<file path="src/rtl/weight_buffer.sv">
// Weight buffer: loads a configured number of weights from the GLB fill stream, then serves
// WCA read addresses with 1-cycle latency through a 2-entry output FIFO that absorbs back-pressure.
module weight_buffer #(
    parameter int unsigned DATA_WIDTH     = 8,
    parameter int unsigned WEI_ADDR_WIDTH = 8
) (
    input  logic                      clk,
    input  logic                      rst_n,
    input  logic                      TOPWBF_CfgVld,
    input  logic [WEI_ADDR_WIDTH:0]   TOPWBF_CfgNum,
    output logic                      WBFTOP_CfgRdy,
    input  logic                      GLBWBF_DatVld,
    input  logic [DATA_WIDTH-1:0]     GLBWBF_Dat,
    output logic                      WBFGLB_DatRdy,
    input  logic                      WCAWBF_AdrVld,
    input  logic [WEI_ADDR_WIDTH-1:0] WCAWBF_Adr,
    output logic                      WBFWCA_AdrRdy,
    output logic                      WBFWCA_DatVld,
    output logic [DATA_WIDTH-1:0]     WBFWCA_Dat,
    input  logic                      WCAWBF_DatRdy
);

    localparam int unsigned DEPTH = 2 ** WEI_ADDR_WIDTH;
    localparam int unsigned CW    = WEI_ADDR_WIDTH + 1;

    typedef enum logic [1:0] {
        IDLE = 2'd0,
        LOAD = 2'd1,
        WORK = 2'd2
    } state_t;

    state_t                  state;
    state_t                  state_nxt;
    logic [CW-1:0]           num_cfg;
    logic [CW-1:0]           wr_cnt;
    logic [DATA_WIDTH-1:0]   mem [DEPTH];
    logic [DATA_WIDTH-1:0]   mem_q;
    logic                    rd_pend;
    logic [DATA_WIDTH-1:0]   fifo [2];
    logic                    wr_ptr;
    logic                    rd_ptr;
    logic [1:0]              fcnt;

    logic fill_hs;
    logic adr_hs;
    logic abort;
    logic push;
    logic pop;
    logic in_range;

    // Next state and handshake outputs; every output depends on registers only.
    always_comb begin
        state_nxt     = state;
        WBFTOP_CfgRdy = 1'b0;
        WBFGLB_DatRdy = 1'b0;
        WBFWCA_AdrRdy = 1'b0;
        WBFWCA_DatVld = 1'b0;
        WBFWCA_Dat    = '0;
        unique case (state)
            IDLE: begin
                WBFTOP_CfgRdy = 1'b1;
                if (TOPWBF_CfgVld) state_nxt = LOAD;
            end
            LOAD: begin
                WBFGLB_DatRdy = (wr_cnt < num_cfg);
                if (wr_cnt == num_cfg) state_nxt = WORK;
            end
            WORK: begin
                // fcnt + rd_pend < 2 leaves room for the word each accepted address will return
                WBFWCA_AdrRdy = ((fcnt + {1'b0, rd_pend}) < 2'd2);
                WBFWCA_DatVld = (fcnt != 2'd0) || rd_pend;
                if (fcnt != 2'd0)  WBFWCA_Dat = fifo[rd_ptr];
                else if (rd_pend)  WBFWCA_Dat = mem_q;
                if (TOPWBF_CfgVld) state_nxt = IDLE;
            end
            default: state_nxt = IDLE;
        endcase
    end

    assign fill_hs  = GLBWBF_DatVld & WBFGLB_DatRdy;
    assign adr_hs   = WCAWBF_AdrVld & WBFWCA_AdrRdy;
    assign abort    = (state == WORK) & TOPWBF_CfgVld;
    assign pop      = (fcnt != 2'd0) & WCAWBF_DatRdy;
    assign push     = rd_pend & ((fcnt != 2'd0) | ~WCAWBF_DatRdy);
    assign in_range = ({1'b0, WCAWBF_Adr} < num_cfg);

    // State register, configuration and fill counter
    always_ff @(posedge clk or negedge rst_n) begin
        if (!rst_n) begin
            state   <= IDLE;
            num_cfg <= '0;
            wr_cnt  <= '0;
        end else begin
            state <= state_nxt;
            if (state == IDLE && TOPWBF_CfgVld) begin
                num_cfg <= TOPWBF_CfgNum;
                wr_cnt  <= '0;
            end else if (fill_hs) begin
                wr_cnt <= wr_cnt + CW'(1);
            end
        end
    end

    // Read stage and output FIFO bookkeeping; abort discards everything in flight
    always_ff @(posedge clk or negedge rst_n) begin
        if (!rst_n) begin
            mem_q   <= '0;
            rd_pend <= 1'b0;
            wr_ptr  <= 1'b0;
            rd_ptr  <= 1'b0;
            fcnt    <= 2'd0;
        end else if (abort) begin
            rd_pend <= 1'b0;
            wr_ptr  <= 1'b0;
            rd_ptr  <= 1'b0;
            fcnt    <= 2'd0;
        end else begin
            rd_pend <= adr_hs;
            if (adr_hs) mem_q <= in_range ? mem[WCAWBF_Adr] : '0;
            if (push) wr_ptr <= ~wr_ptr;
            if (pop)  rd_ptr <= ~rd_ptr;
            unique case ({push, pop})
                2'b10:   fcnt <= fcnt + 2'd1;
                2'b01:   fcnt <= fcnt - 2'd1;
                default: fcnt <= fcnt;
            endcase
        end
    end

    // Storage arrays carry no reset
    always_ff @(posedge clk) begin
        if (fill_hs) mem[wr_cnt[WEI_ADDR_WIDTH-1:0]] <= GLBWBF_Dat;
        if (push && !abort) fifo[wr_ptr] <= mem_q;
    end

endmodule

</file>
<file path="config.mk">
export PLATFORM = sky130hd
export DESIGN_NAME = weight_buffer
export DESIGN_NICKNAME = d
export VERILOG_FILES = /design/src/rtl/weight_buffer.sv
export SDC_FILE = /design/constraint.sdc
export NUM_CORES = 2
export LEC_CHECK = 0
export ABC_CLOCK_PERIOD_IN_PS = 4200
export BUFFER_PORTS_ARGS = -buffer_cell sky130_fd_sc_hd__buf_2
export CORE_MARGIN = 2
export CORE_UTILIZATION = 24
export DETAILED_ROUTE_END_ITERATION = 8
export MAX_ROUTING_LAYER = met4
export PLACE_DENSITY_LB_ADDON = 0.25
export SYNTH_ARGS = -nofsm -noshare
export SYNTH_HDL_FRONTEND = slang
export SYNTH_SLANG_ARGS = --single-unit
</file>
<file path="constraint.sdc">
create_clock -name clk -period 4.2 [get_ports clk]
set_input_delay 0.42 -clock clk [delete_from_list [all_inputs] [get_ports clk]]
set_output_delay 0.42 -clock clk [all_outputs]
set_load 0.01 [all_outputs]
</file>
[Word-level counts from Yosys, hierarchy flattened]
Memory sizes are Yosys's and may differ from the RTL's.
Cells that the tools add are included.
Cells by class
  $add $sub $neg: 4
  $lt $le $gt $ge: 3
  equality and inequality tests: 8
  multiplexer cells: 25
  bitwise logic cells: 10
  reductions and logical operators: 12
Operator list (count)
  two-way mux 8 bit: 4
  two-way mux 9 bit: 2
  two-way mux 1 bit: 13
  adder 9 x 1 -> 9 bit (second input constant): 1
  == test 9 bit: 1
  less-than comparator 8 x 9 -> 1 bit: 1
  less-than comparator 9 bit: 1
  two-way mux 2 bit: 4
  nonzero test 2 bit: 4
  inequality test 2 bit (second input constant): 3
  one-hot mux 2 bit (3 select lines): 1
  bitwise AND 1 bit: 5
  == test 2 x 1 -> 1 bit (second input constant): 2
  == test 2 bit (second input constant): 2
  inverter 1 bit: 4
  one-hot mux 2 bit (2 select lines): 1
  AND reduction 3 bit: 1
  nonzero test 3 bit: 1
  adder 2 x 1 -> 2 bit: 1
  adder 2 x 1 -> 2 bit (second input constant): 1
  logical AND 1 bit: 2
  logical NOT 2 bit: 1
  less-than comparator 2 bit (second input constant): 1
  AND reduction 2 bit: 1
  other kinds (4): 4
Storage, ports and cells
  register bits: 33
  memory bits (writable): 2064
  input port bits: 31
  memories kept: 2
Memory list
  mem: depth 256, bits a word 8, rd ports 1, clocked after Yosys merged registers in 0, write ports 1, RTL line 36  | logic [DATA_WIDTH-1:0] mem [DEPTH];
  fifo: depth 2, bits a word 8, rd ports 1, clocked after Yosys merged registers in 0, write ports 1, RTL line 39  | logic [DATA_WIDTH-1:0] fifo [2];

[Depth between registers and ports, before layout]
  word-level depth: 6
  depth in mapped cells: 12
  gate-level depth less buffers: 9

[Least setup slack after synthesis]
No wires, ideal clock.
  kind: reg-to-reg
  start point: register num_cfg[4]
  end point: memory mem[103][0], enable pin
  setup time: 0.370 ns
  data arrival time: 2.679 ns
  required time: 3.830 ns
  slack: 1.151 ns
  cell stages (with the launch flop): 13
  buffers on the path: 3
  cell sequence: dfrtp_1 -> inv_1 -> ha_1 -> a21o_1 -> a21oi_1 -> nor2b_1 -> o311ai_1 -> and3_1 -> buf_2 -> buf_2 -> nand4b_1 -> clkbuf_1 -> nor2_1
Between the ends
  cells in the longest elaborated chain, start to end: 5
RTL lines
  start, declared: RTL line 34  | logic [CW-1:0] num_cfg;
  start signal, assigned: RTL line 96  | num_cfg <= TOPWBF_CfgNum;
  less-than comparator 9 bit: RTL line 65  | WBFGLB_DatRdy = (wr_cnt < num_cfg);
  two-way mux 1 bit: RTL line 59  | unique case (state)
  bitwise AND 1 bit: RTL line 80  | assign fill_hs = GLBWBF_DatVld & WBFGLB_DatRdy;
  two-way mux 1 bit: RTL line 132  | if (fill_hs) mem[wr_cnt[WEI_ADDR_WIDTH-1:0]] <= GLBWBF_Dat;
  two-way mux 1 bit (not written as such): RTL line 132
  end, declared: RTL line 36
Every way passes these cells.

[Worst setup path in the final report]
  start point: register num_cfg[4]
  end point: memory mem[255][6], enable pin
Same word-level chain as after synthesis.

==> results_dict.tcl <==
set metrics [dict create \
    fill_cells 33800 \
    synth_seq_cells 2097 \
    h-tree-depth 4 \
    area_delta_synth_final_pct 19.3 \
    synth_edf_count 2064 \
    io-pin-count 43 \
    totalWireLength_um 248000 \
    crit_fanout 12 \
    rsz0062_at_grt "no" \
    final-hold-violation-count 0 \
    clockRootBuffer "clkbuf_16" \
    pre_cts_slack_ps -185 \
    rows 215 \
    ys_seq_area_share_pct 75.9 \
    clk_latency_ps 900 \
    drt-pass1-iter-count 6 \
    drt-wirelength-per-cell_um 25.6 \
    p_leak_nw 32.9 \
    fin_area_um2 98700 \
    yosys.area.top_type_share_pct 74.9 \
    final_util_pct 28.8 \
    drt_iter0_drc 4118 \
    finalNetCount 4981 \
    cp-start-kind "flip-flop" \
    initial_core_util_pct 24.1 \
    critPathTopFamily "simple AND/OR/NAND/NOR gates" \
    cts_tree "yes" \
    fp.dieH_um 591 \
    stdcell_count 9672 \
    crit_top_cell "buf_4" \
    avgSynthCellArea_um2 18.4 \
    post_cts_buffers 0 \
    fin_crit_sh_pct 90.8 \
    crit_chain "inv_1 -> ha_1 -> a21o_1 -> a21oi_1 -> nor2b_1 -> o311ai_1 -> and3_1 -> buf_4 -> nand4_1 -> buf_4 -> nor2_1" \
    drc 0 \
    crit_buf_inv 3 \
    cts_buffers 226 \
    endpoint_kind "flip-flop" \
    synthCells 4487 \
    timing.final.ws_setup_ps 388 \
    tightest_slew_ps 1150 \
    multiInputGateArea_um2 18600 \
    synth_nets 4538 \
    yosysWarnings 0 \
    overflow 0 \
    grt_first_pass_wirelength_um 348000 \
    viasPerCell 4.54 \
    first_global_vias 44400 \
    grt_max_degree 125 \
    synth.largest_area_cell "edfxtp_1" \
    worstPathRequired_ps 4670 \
    hold_class "primary input to flip-flop" \
    cap_violations 0 \
    peakVddDrop_mv 0.355 \
    fmax_mhz 262 \
    slowest_stage "nor2_1" \
    synthArstFlopShare_pct 1.57 \
    dp_cells 9245 \
    drive_gt1_share_pct 19.7 \
    place_area_um2 91300 \
    setup_viol 0 \
    cp_data_arrival_time_ps 4280 \
    slew_headroom_pct 21.1 \
    drv_slew 0 \
    setup-tns-final_ps 0 \
    status "complete, no violations" \
    synthesis.area_um2 82700 \
    antenna_found_initial 15 \
    dp_hpwl_um 163000 \
    clk_pin_slew_ps 60 \
    cpPeakStageDelay_ps 830 \
    final-seq-area_um2 62800 \
    track_usage_pct 14.3 \
    clockBufferDepth 4 \
    core_um2 343000 \
    clock-sinks 2097 \
    portBuffers 42 \
    dieArea_um2 349000 \
    yosysUniqueCellTypes 74 \
    clock_skew_ps 86.7 \
    drtAntennaViolNets 0 \
    place_congestion 0.846 \
    worstSetupPathType "flip-flop to flip-flop" \
    synth_ff_type "edfxtp_1" \
    synth_area_leaders "edfxtp_1 (75%), mux2i_1 (8.5%), mux4_2 (4.5%), a22oi_1 (2.5%), nor2_1 (1.4%)" \
    powerDensity_nw_per_um2 471 \
    timing.final.crit_period_ps 3810 \
    chipWidth_um 591 \
    vias 43900 \
]
[routing by layer]
metal	up-vias	part of all wire, %	GRT usage, %
met4	0	2.3	3.38
met3	308	4.8	2.04
met2	1236	48	23.2
met1	23300	45	18.9
met5	-	0	-
li1	19100	-	-
[final cells by class]
cell class,instances,area share (%)
antenna,5,0.0127
clock buffer,277,5.96
clock inverter,131,1.36
inverter,19,0.0723
multi-input combinational,2091,18.9
sequential,2097,63.6
tap,4557,5.78
timing repair buffer,495,4.31
[synth_stat cells, types with 16 or more instances]
master,instances
clkbuf_1,110
a21oi_1,23
mux2i_1,705
edfxtp_1,2064
nand3_1,70
nor2_1,312
nand2_1,145
a221oi_1,73
buf_4,22
a22o_1,20
buf_2,132
nand4_1,47
mux4_2,166
dfrtp_1,33
inv_1,18
ha_1,20
o21ai_0,16
a22oi_1,274
nor2b_1,23
[cell usage in the layout (no fill, tap or decap), types with 11 or more instances in the layout]
| cell | n |
|---|---|
| edfxtp_1 | 2064 |
| mux2i_1 | 705 |
| buf_4 | 400 |
| nor2_1 | 312 |
| a22oi_1 | 274 |
| clkbuf_16 | 226 |
| mux4_2 | 166 |
| nand2_1 | 145 |
| a221oi_1 | 73 |
| nand3_1 | 70 |
| nand4_1 | 47 |
| clkbuf_1 | 47 |
| clkinv_1 | 45 |
| buf_12 | 40 |
| clkinv_2 | 39 |
| dfrtp_1 | 33 |
| buf_2 | 31 |
| bufinv_16 | 25 |
| a21oi_1 | 23 |
| nor2b_1 | 21 |
| a22o_1 | 20 |
| ha_1 | 20 |
| inv_1 | 18 |
| o21ai_0 | 16 |
| dlygate4sd3_1 | 14 |
| clkinvlp_4 | 12 |
| nand2b_1 | 11 |
| o22ai_1 | 11 |
[repair_timing]
action	in CTS	in global routing
hold buffers	13	1
resized for setup	0	0
hold endpoints to repair	25	3
[state kept, by name, indices dropped and copies added (netlist names)]
| register | count |
|---|---|
| fcnt | 2 |
| fifo | 16 |
| mem | 2048 |
| mem_q | 8 |
| num_cfg | 9 |
| rd_pend | 1 |
| rd_ptr | 1 |
| state | 2 |
| wr_cnt | 9 |
| wr_ptr | 1 |
[worst register-to-register path, delay by kind of cell, from the launching register on]
family | cells | cell delay (ps)
simple gates | 4 | 1580
buf+inv | 3 | 610
flops | 1 | 350
compound gates | 3 | 640
fa+ha+maj | 1 | 260
[report_power, final]
group / switching, mW / internal (mW)
clock: 8.19 / 11.5
sequential: 0.114 / 23.2
combinational: 2.36 / 1.12
[stage by stage]
stage | power, mW | hold WS, ps
6_report | 46.4 | 20.0
5_1_grt | 47.9 | 12.3
4_1_cts | 47.0 | 1.05
3_5_place_dp | 27.3 | 432
3_3_place_gp | 27.3 | 429
2_1_floorplan | 25.4 | 124
[logic make-up after synthesis]
kind of cell | count (synthesis) | synth area share (%)
DFF | 2097 | 75.9
and+or+nand+nor | 684 | 3.88
buffers and inverters | 299 | 1.79
muxes | 884 | 13.4
xor gates and xnor gates | 4 | 0.0424
AOI/OAI and AO/OA | 499 | 4.68
adders and majority gates | 20 | 0.302
[path summary, 6_finish.rpt]
check,start,endpoint,slack (ps),cells past startpoint
max,num_cfg[4]$_DFFE_PN0P_,mem[255][6]$_DFFE_PP_,390,11
min,GLBWBF_Dat[2],mem[250][2]$_DFFE_PP_,20,1
max reg2reg,num_cfg[4]$_DFFE_PN0P_,mem[255][6]$_DFFE_PP_,390,11
min reg2reg,num_cfg[0]$_DFFE_PN0P_,num_cfg[0]$_DFFE_PN0P_,550,2
max in group asynchronous,rst_n,num_cfg[6]$_DFFE_PN0P_,3210,3
min in group asynchronous,rst_n,num_cfg[8]$_DFFE_PN0P_,80,2
No activity file was read; power rests on OpenSTA's default activity.
